--- src/rtl/pio_clkdiv_pkg.sv ---
// Shared constants and helpers for the PIO fractional clock-enable generator.
// The divisor integer field uses 0 to encode the largest period, 2^INT_W.
package pio_clkdiv_pkg;

  localparam int unsigned INT_W_DEF  = 16;
  localparam int unsigned FRAC_W_DEF = 8;

  // Effective integer divisor: a zero field stands for 2^int_w.
  function automatic logic [31:0] eff_int(input logic [31:0] div_int,
                                          input int unsigned int_w = INT_W_DEF);
    return (div_int == 32'd0) ? (32'd1 << int_w) : div_int;
  endfunction

endpackage

--- src/rtl/pio_clkdiv_chan.sv ---
// One fractional divider channel: a down-counter reloaded from INT.FRAC,
// with a tick strobe decoded from registered state and a registered pclk.
module pio_clkdiv_chan
  import pio_clkdiv_pkg::*;
#(
  parameter int unsigned INT_W  = INT_W_DEF,
  parameter int unsigned FRAC_W = FRAC_W_DEF
) (
  input  logic              clk,
  input  logic              reset,
  input  logic              en,
  input  logic              restart,
  input  logic [INT_W-1:0]  div_int,
  input  logic [FRAC_W-1:0] div_frac,
  output logic              tick,
  output logic              pclk
);

  localparam int unsigned IW1 = INT_W + 1;

  logic [IW1-1:0]    cnt_q, cnt_d;
  logic [IW1-1:0]    plen_q, plen_d;
  logic [FRAC_W-1:0] facc_q, facc_d;
  logic              pclk_q, pclk_d;

  logic [FRAC_W:0]   fsum;
  logic [IW1-1:0]    ieff;
  logic [IW1-1:0]    reload_len;

  // Reload-path arithmetic is always evaluated; it is only consumed at cnt==0.
  always_comb begin
    fsum       = {1'b0, facc_q} + {1'b0, div_frac};
    ieff       = IW1'(eff_int(32'(div_int), INT_W));
    reload_len = ieff + IW1'(fsum[FRAC_W]);
  end

  always_comb begin
    cnt_d  = cnt_q;
    plen_d = plen_q;
    facc_d = facc_q;
    pclk_d = pclk_q;
    if (restart) begin
      cnt_d  = '0;
      plen_d = IW1'(1);
      facc_d = '0;
      pclk_d = 1'b0;
    end else if (en) begin
      if (cnt_q == '0) begin
        facc_d = fsum[FRAC_W-1:0];
        plen_d = reload_len;
        cnt_d  = reload_len - IW1'(1);
      end else begin
        cnt_d  = cnt_q - IW1'(1);
      end
      // High while the remaining count is in the upper half of the period,
      // which gives ceil(plen/2) high cycles.
      pclk_d = (cnt_d >= (plen_d >> 1));
    end
  end

  always_ff @(posedge clk) begin
    if (reset) begin
      cnt_q  <= '0;
      plen_q <= IW1'(1);
      facc_q <= '0;
      pclk_q <= 1'b0;
    end else begin
      cnt_q  <= cnt_d;
      plen_q <= plen_d;
      facc_q <= facc_d;
      pclk_q <= pclk_d;
    end
  end

  assign tick = en & (cnt_q == '0) & ~restart;
  assign pclk = pclk_q;

endmodule

--- src/rtl/pio_clkdiv_frac.sv ---
// Multi-channel fractional clock-enable generator: NCH independent dividers,
// each producing a one-cycle tick and a ~50% duty pclk.
module pio_clkdiv_frac
  import pio_clkdiv_pkg::*;
#(
  parameter int unsigned NCH    = 4,
  parameter int unsigned INT_W  = INT_W_DEF,
  parameter int unsigned FRAC_W = FRAC_W_DEF
) (
  input  logic                  clk,
  input  logic                  reset,
  input  logic [NCH-1:0]        en,
  input  logic [NCH-1:0]        restart,
  input  logic [NCH*INT_W-1:0]  div_int,
  input  logic [NCH*FRAC_W-1:0] div_frac,
  output logic [NCH-1:0]        tick,
  output logic [NCH-1:0]        pclk
);

  for (genvar i = 0; i < NCH; i++) begin : g_ch
    pio_clkdiv_chan #(
      .INT_W  (INT_W),
      .FRAC_W (FRAC_W)
    ) u_chan (
      .clk      (clk),
      .reset    (reset),
      .en       (en[i]),
      .restart  (restart[i]),
      .div_int  (div_int[i*INT_W +: INT_W]),
      .div_frac (div_frac[i*FRAC_W +: FRAC_W]),
      .tick     (tick[i]),
      .pclk     (pclk[i])
    );
  end

endmodule

--- config.mk ---
export PLATFORM = sky130hd
export DESIGN_NAME = pio_clkdiv_frac
export DESIGN_NICKNAME = d
export VERILOG_FILES = /design/src/rtl/pio_clkdiv_pkg.sv /design/src/rtl/pio_clkdiv_chan.sv /design/src/rtl/pio_clkdiv_frac.sv
export SDC_FILE = /design/constraint.sdc
export NUM_CORES = 1
export LEC_CHECK = 0
export CAP_MARGIN = 20
export CORE_UTILIZATION = 30
export CTS_CLUSTER_SIZE = 16
export DETAILED_ROUTE_END_ITERATION = 7
export HOLD_SLACK_MARGIN = 0.08
export PLACE_DENSITY = 0.49
export SYNTH_ARGS = -nofsm -noshare
export SYNTH_HDL_FRONTEND = slang
export SYNTH_SLANG_ARGS = --single-unit
--- constraint.sdc ---
create_clock -name clk -period 9.4 [get_ports clk]
set_input_delay 1.88 -clock clk [delete_from_list [all_inputs] [get_ports clk]]
set_output_delay 1.88 -clock clk [all_outputs]
set_load 0.02 [all_outputs]
Yosys cells after proc, flatten, opt, wreduce, memory -nomap -nowiden
Cells that the tools add are included.
Storage, ports and cells
  output and inout bits: 8
  bits in registers: 168
Cells by class
  magnitude comparators: 4
  bitwise logic cells: 12
  reductions and logical operators: 16
  multiplexer cells: 28
  add/sub/neg operators: 16
Operators by type and width (count)
  17-bit 2-to-1 mux: 28
  17-bit by 1-bit subtractor with 17-bit output, second input constant: 8
  17-bit by 1-bit adder with 17-bit output: 4
  17-bit by 16-bit >= comparator with 1-bit output: 4
  17-bit logical NOT: 4
  16-bit logical NOT: 4
  8-bit by 8-bit adder with 9-bit output: 4
  1-bit AND: 8
  2-bit AND reduction: 4
  2-bit OR reduction: 4
  1-bit inverter: 4

Logic depth before layout (Yosys ltp)
Gate-level depths: netlist of run 1.
  depth after elaboration: 8
  mapped depth: 30

Cells and area by module
From an unflattened synthesis of run 1, not the netlist that was laid out.
Unflattened totals
  cell total of the unflattened synthesis: 1871
  area, all modules: 14207.4 µm²
By module, submodules not included
  pio_clkdiv_chan (g_ch[1].u_chan ...): instances 2, area an instance 3547.2 µm², cells an instance 472
  pio_clkdiv_chan (g_ch[3].u_chan): instances 1, area an instance 3563.4 µm², cells an instance 464
  pio_clkdiv_chan (g_ch[0].u_chan): instances 1, area an instance 3549.7 µm², cells an instance 463

Worst setup path before layout of run 1
No wires, ideal clock.
  path kind: input-to-reg
  start point: in div_frac[24]
  end point: reg g_ch[3].u_chan.pclk_q
  arrival time: 6769 ps
  cell stages on the path: 26
  setup slack: 2503 ps
  buffers on the path: 0
  required time: 9272 ps
  path through: ha_1 fa_1 a21oi_1 o21bai_1 a21o_1 a21oi_1 nor2b_1 o21ai_0 nand2b_1 ha_1 ha_1 a21oi_1 ha_1 or3b_1 o41a_1 nor2_1 nand2_1 a22oi_1 nand2_1 ha_1 a21o_1 a21o_1 a211oi_1 a21oi_1 o31ai_1 o21ai_0
Between the ends
  cells in the longest elaborated chain, start to end: 7
RTL lines
  from (decl): RTL line pio_clkdiv_frac.sv:15  | input logic [NCH*FRAC_W-1:0] div_frac,
  8-bit by 8-bit adder with 9-bit output *: RTL line pio_clkdiv_chan.sv:32  | fsum = {1'b0, facc_q} + {1'b0, div_frac};
  17-bit by 1-bit adder with 17-bit output *: RTL line pio_clkdiv_chan.sv:34  | reload_len = ieff + IW1'(fsum[FRAC_W]);
  17-bit by 1-bit subtractor with 17-bit output: RTL line pio_clkdiv_chan.sv:51  | cnt_d = reload_len - IW1'(1);
  17-bit 2-to-1 mux: RTL line pio_clkdiv_chan.sv:48  | if (cnt_q == '0) begin
  17-bit 2-to-1 mux: RTL line pio_clkdiv_chan.sv:47  | end else if (en) begin
  17-bit 2-to-1 mux: RTL line pio_clkdiv_chan.sv:42  | if (restart) begin
  17-bit by 16-bit >= comparator with 1-bit output *: RTL line pio_clkdiv_chan.sv:57  | pclk_d = (cnt_d >= (plen_d >> 1));
  to (signal assigned): RTL line pio_clkdiv_chan.sv:71  | pclk_q <= pclk_d;
  to (decl): RTL line pio_clkdiv_chan.sv:24  | logic pclk_q, pclk_d;
Mark *: on every way between the ends. The rest lies on a longest branch, timed or not. The select of a mux whose other input is x is not followed.
A chain may end at the register's enable or synchronous reset.

Final worst setup path of run 1
  start point: in div_frac[16]
  end point: reg g_ch[2].u_chan.pclk_q
Between the ends
  cells in the longest elaborated chain, start to end: 7
RTL lines (RTL line)
  8-bit by 8-bit adder with 9-bit output *: pio_clkdiv_chan.sv:32
  17-bit by 1-bit adder with 17-bit output *: pio_clkdiv_chan.sv:34
  17-bit by 1-bit subtractor with 17-bit output: pio_clkdiv_chan.sv:51
  17-bit 2-to-1 mux: pio_clkdiv_chan.sv:48
  17-bit 2-to-1 mux: pio_clkdiv_chan.sv:47
  17-bit 2-to-1 mux: pio_clkdiv_chan.sv:42
  17-bit by 16-bit >= comparator with 1-bit output *: pio_clkdiv_chan.sv:57
  to (signal assigned): pio_clkdiv_chan.sv:71
  to (decl): pio_clkdiv_chan.sv:24
Marks and branches as above.

==> results of run 1 <==
placed cells by master, fill, tap and decap left out, types with 23 or more instances in the layout:
cell and n:
a21o_1 23, inv_1 36, nor3_1 58, xnor2_1 78, nand3_1 40, nor4_1 40, dfxtp_1 168, nor2_1 269
a211oi_1 64, o21ai_0 69, nand2_1 173, mux2i_1 30, clkdlybuf4s50_1 113, or2_2 23, ha_1 108, xor2_1 41
a21oi_1 160, or3_1 26, nand4_1 31
kinds of logic (layout without fill, tap and decap cells):
kind of cell	Yosys count	in the layout	share of synthesized area [%]
muxes	36	36	2.737
DFF	168	168	25.02
AOI/OAI and AO/OA	463	463	22.27
xor gates and xnor gates	120	120	7.875
buffers and inverters	145	193	4.403
adders and majority gates	112	112	10.65
and+or+nand+nor	758	758	27.05
path summary, 6_finish.rpt:
path,startpoint,end,slack [ns],cells after the start
setup / recovery,div_frac[16],g_ch[2].u_chan.pclk,1.90,26
hold / removal,g_ch[0].u_chan.plen_q[1],g_ch[0].u_chan.plen_q[1],0.45,2
setup reg to reg,g_ch[2].u_chan.facc_q[0],g_ch[2].u_chan.pclk,3.42,25
hold reg to reg,g_ch[0].u_chan.plen_q[1],g_ch[0].u_chan.plen_q[1],0.45,2
critical path, delay by kind of cell:
family / cells / cell delay [ns]
AND/OR/NAND/NOR: 7 / 1.68
buffers and inverters: 1 / 0.41
XOR/XNOR: 2 / 0.33
AO/OA/AOI/OAI: 11 / 2.08
adder cells (fa/ha/maj): 5 / 1.46
state kept, by name, indices dropped and copies added, names as in the netlist:
register and flops:
g_ch.u_chan.plen_q 64, g_ch.u_chan.facc_q 32, g_ch.u_chan.cnt_q 68, g_ch.u_chan.pclk 4
routing by layer:
metal | global-route usage, % | share of wire [%]
met3 | 4.247 | 3.8
met1 | 23.23 | 48
met2 | 29.50 | 47
met4 | 5.517 | 1.7
met5 | 0 | 0.032
through the flow:
step           setup WS (ns)  hold WS (ns)  util (%)
2_1_floorplan          2.503        0.4356         -
5_1_grt                1.253        0.4777     35.24
3_3_place_gp           1.449        0.4424     33.84
6_report               1.901        0.4548     35.24
4_1_cts                1.909        0.4583     35.24
3_5_place_dp           1.386        0.4489     33.84
cell type report:
type | count | area (µm²)
fill | 4628 | 28640
multi-input combinational | 1489 | 9494
sequential | 168 | 3363
timing repair buffer | 126 | 1229
tap | 592 | 740.7
clock buffer | 22 | 474.2
clock inverter | 8 | 145.1
inverter | 37 | 138.9
==> results by group, run 1 <==
Cells and area
  – Area Overhead vs Synth: 15.94%
  – Fin area: roughly 0.016 mm²
  – Antenna cells: 0
  – Final nets: 2057
  – Layout cells sized above 1: 5.081%
  – Final instance count without filler cells: 2442

Yosys
  – Post-synth EDFFs: 0
  – Synth top cells by count: nor2_1, nand2_1, dfxtp_1
  – Async SR Flop Fraction: 0%
  – Seq/Total Area, Yosys: 25.02%
  – Most common cell in the netlist: nor2_1
  – Post-Syn Area: 0.01344 mm²
  – Top_reg_cell synth: dfxtp_1
  – Post-synthesis cell count: 1802
  – Flops & latches, synth: around 170
  – Top post-synthesis cells by area: dfxtp_1, ha_1, nor2_1
  – Dominant cell type by area after synthesis: dfxtp_1
  – YS warnings: 0
  – Netlist cell types: a little over 80
  – Syn nets: 2020
  – Top cell type's share of synthesized area: 25.02%
  – Syn avg cell area: ~7.5 µm²

Place
  – Dpl hpwl: between 20000 and 30000 µm
  – Dpl cell area: 0.01497 mm²
  – Gpl congestion: 0.8382
  – Inst Count DP: 2412
  – Port bufs: 113

CTS
  – Clk root buf: clkbuf_16
  – CTS max path bufs: 2
  – CTS tree: built
  – CTS Sinks: 168
  – Cts hold-fix bufs: 0
  – Worst-path clk slew: roughly 0.070 ns
  – H-Tree Level Count: 4
  – Number of buffers created by CTS: 17
  – Clock insertion delay at the later pin of the skew report: 0.49 ns
  – Post-CTS resize count: 0
  – Post-CTS Setup Bufs: 0

Setup path
  – Worst setup EP type: flop
  – Crit-path slowest cell: nor4b_2
  – Worst path required time: 9.75 ns
  – Slowest stage delay, CP: 0.80 ns
  – Startpoint Class: primary input
  – Critical Path AT: approximately 7.9 ns
  – WS Path Type: primary input to flop
  – Critical Path Fanout Max: 9
  – CP most frequent cell: ha_1

Timing
  – Unrepaired setup endpoints after global routing: false
  – Minimum clock period: 7.499 ns
  – Skew final: 0.008325 ns
  – Final Hold Vio Count: 0
  – F_max: 133.4 MHz
  – Final Slew Violations: 0
  – TNS Setup: 0 ns
  – Relative slew slack: 34.76%
  – Tightest Pin Transition: 0.9540 ns
  – Final setup vio count: 0
  – Final period util: between 70% and 80%

Routing
  – DRT antenna net count: 0
  – Post-Route WL: between 40000 and 50000 µm
  – Vias per Instance: approximately 5.3
  – Residual DRC: 0
  – Drt first pass iters: 5
  – First-iteration detailed-routing DRC count: 694
  – Wire per inst: 16.42 µm
  – Vias: 12980

Floorplanning
  – Die X: 213.7 µm
  – Io pins: roughly 110
  – Die area: 0.04566 mm²
  – Rows: 77
  – Die H: 213.7 µm
  – Core area: 0.04422 mm²
  – Initial core utilization: 30.40%

Job
  – Maxcap violations: 0

Global route
  – Largest net degree at the start of global routing: 40
  – Global route total overflow: 0
  – Total track usage: 17.98%
  – Initial antenna violation count: 1
  – Global-route wire length before repair: 64540 µm
  – Vias in the first global route: 12300

Outcome
  – Status: finished, final reports clean

Worst hold path
  – Worst hold-check path type: flop to flop
Power of run 1 is left out: the tool's default activity adds up to more than one toggle a clock period on the data nets, which glitch-free logic cannot reach.
==> inputs of run 2 (changes only) <==
==> constraint.sdc (replaced) <==
create_clock -name clk -period 7.4 [get_ports clk]
set_input_delay 1.48 -clock clk [delete_from_list [all_inputs] [get_ports clk]]
set_output_delay 1.48 -clock clk [all_outputs]
set_load 0.02 [all_outputs]
==> results by group, run 2 (same netlist as run 1, synthesis figures left out) <==
Floorplanning
  – Initial core utilization: 30.40% (unchanged)
  – Die X: 213.7 µm (unchanged)
  – Core area: 0.04422 mm² (unchanged)
  – Die area: 0.04566 mm² (unchanged)
  – Rows: 77 (unchanged)
  – Die H: 213.7 µm (unchanged)
  – Io pins: 114 (unchanged)

Place
  – Port bufs: 113 (unchanged)
  – Dpl hpwl: 29700 µm (-0.17%)
  – Dpl cell area: 0.01528 mm² (+2.1%)
  – Placement Setup Slack: -0.03222 ns (-1.418 ns)
  – Gpl congestion: 0.8387 (about the same)

Routing
  – Vias: 12990 (+0.077%)
  – First-iteration detailed-routing DRC count: 630 (-9.2%)
  – Residual DRC: 0 (unchanged)
  – Vias per Instance: 5.225 (-1.7%)
  – DRT antenna net count: 0 (unchanged)
  – Drt first pass iters: 5 (unchanged)
  – Wire per inst: 16.03 µm (-2.4%)
  – Post-Route WL: 39860 µm (-0.60%)

Timing
  – Setup slack after layout: 0.4262 ns (-1.475 ns)
  – Final Slew Violations: 0 (unchanged)
  – Unrepaired setup endpoints after global routing: false
  – Final setup vio count: 0 (unchanged)
  – Final period util: 94.24%
  – F_max: 143.4 MHz
  – Tightest Pin Transition: 1.033 ns (+0.07877 ns)
  – Final Hold Vio Count: 0 (unchanged)
  – Minimum clock period: 6.974 ns
  – Relative slew slack: 30.98% (-3.8 points)
  – Skew final: 0.009428 ns (+0.001103 ns)

CTS
  – CTS tree: built
  – H-Tree Level Count: 4 (unchanged)
  – Post-CTS resize count: 0 (unchanged)
  – Number of buffers created by CTS: 17 (unchanged)
  – Post-CTS Setup Bufs: 0 (unchanged)
  – Clk root buf: clkbuf_16
  – CTS Sinks: 168 (unchanged)
  – Worst-path clk slew: 0.07 ns (about the same)
  – Clock insertion delay at the later pin of the skew report: 0.49 ns (about the same)
  – CTS max path bufs: 2 (unchanged)
  – Cts hold-fix bufs: 0 (unchanged)

Global route
  – Vias in the first global route: 12390 (+0.68%)
  – Initial antenna violation count: 1 (unchanged)
  – Global-route wire length before repair: 64760 µm (+0.33%)
  – Global route total overflow: 0 (unchanged)
  – Largest net degree at the start of global routing: 40 (unchanged)
  – Total track usage: 18.08% (+0.091 points)

Cells and area
  – Antenna cells: 0 (unchanged)
  – Most flops, register: g_ch.u_chan.cnt_q
  – Final nets: 2099 (+2.0%)
  – Top flop regs: g_ch.u_chan.cnt_q (68), g_ch.u_chan.plen_q (64), g_ch.u_chan.facc_q (32)
  – Fin area: 0.01590 mm² (+2.0%)
  – Area Overhead vs Synth: 18.26%
  – Layout cells sized above 1: 7.392% (+2.3 points)
  – Most frequent cells in the layout: nor2_1, nand2_1, dfxtp_1, a21oi_1, clkdlybuf4s50_1
  – Commonest non-fill, non-tap cell in the layout: nor2_1
  – Max reg flops: 68 (unchanged)

Setup path
  – Critical Path AT: 7.34 ns (-0.51 ns)
  – Startpoint Class: primary input
  – WS Path Type: primary input to flop
  – Critical Path Fanout Max: 7 (-2)
  – Worst setup EP type: flop
  – Worst path required time: 7.76 ns (-1.99 ns)

Outcome
  – Status: finished, final reports clean

Job
  – Maxcap violations: 0 (unchanged)

Worst hold path
  – Worst hold-check path type: flop to flop
[run 2: worst paths after layout]
check | cells past startpoint | endpoint | slack (ns) | startpoint
max | 27 | g_ch[0].u_chan.pclk | 0.43 | div_frac[0]
min | 2 | g_ch[3].u_chan.facc_q[7] | 0.46 | g_ch[3].u_chan.facc_q[7]
max reg2reg | 26 | g_ch[0].u_chan.pclk | 1.52 | g_ch[0].u_chan.facc_q[0]
min reg2reg | 2 | g_ch[3].u_chan.facc_q[7] | 0.46 | g_ch[3].u_chan.facc_q[7]
[run 2: per-layer routing]
| metal | global-route usage (%) | vias up | share of wire, % | wire length (µm) |
|---|---|---|---|---|
| met5 | 0 | - | 0.033 | 13 |
| met4 | 5.197 | 2 | 1.5 | 610 |
| met3 | 4.306 | 37 | 4.0 | 1610 |
| met2 | 29.36 | 218 | 46 | 18400 |
| met1 | 23.70 | 6026 | 48 | 19220 |
| li1 | - | 6707 | - | - |
[run 2: layout make-up]
type                       count  area, µm²
tap                          592      740.7
timing repair buffer         168       1544
inverter                      37      138.9
clock inverter                15      190.2
multi-input combinational   1489       9494
clock buffer                  17      425.4
sequential                   168       3363
fill                        4645      28320
[run 2: critical path: stages]
cell and delay [ns]:
clkdlybuf4s50_1 0.40, ha_1 0.23, fa_1 0.42, a21oi_1 0.18
o21bai_1 0.10, a21o_1 0.19, a21oi_1 0.23, nor2b_1 0.07
o21ai_0 0.15, nand2b_1 0.12, ha_1 0.24, ha_1 0.28
xnor2_1 0.17, a41oi_1 0.22, nor4_4 0.24, a22oi_2 0.11
or4_1 0.66, o31ai_1 0.33, o21ai_0 0.16, a21o_1 0.18
ha_1 0.28, o21ai_0 0.16, a21oi_1 0.06, nor4_1 0.16
o21ai_0 0.20, a31oi_1 0.22, a31oi_1 0.10
[run 2: metrics by stage]
step | std cells | hold slack (ns) | TNS, ns | util [%]
floorplan | 1802 | 0.4356 | 0 | -
global placement | 2454 | 0.4431 | 0 | 34.56
detailed placement | 2454 | 0.4501 | -0.03222 | 34.56
CTS | 2486 | 0.4597 | 0 | 35.95
global route | 2486 | 0.4785 | 0 | 35.95
finish | 2486 | 0.4558 | 0 | 35.95
Power of run 2 is left out for the same reason.
==> inputs of run 3 (changes only) <==
--- a/config.mk
+++ b/config.mk
@@ -9,7 +9,6 @@
 export CORE_UTILIZATION = 30
 export CTS_CLUSTER_SIZE = 16
 export DETAILED_ROUTE_END_ITERATION = 7
-export HOLD_SLACK_MARGIN = 0.08
 export PLACE_DENSITY = 0.49
 export SYNTH_ARGS = -nofsm -noshare
 export SYNTH_HDL_FRONTEND = slang
==> results of run 3 <==
Final layout, timing and power as in run 2 (identical DEF).
Power of run 3 is left out for the same reason.
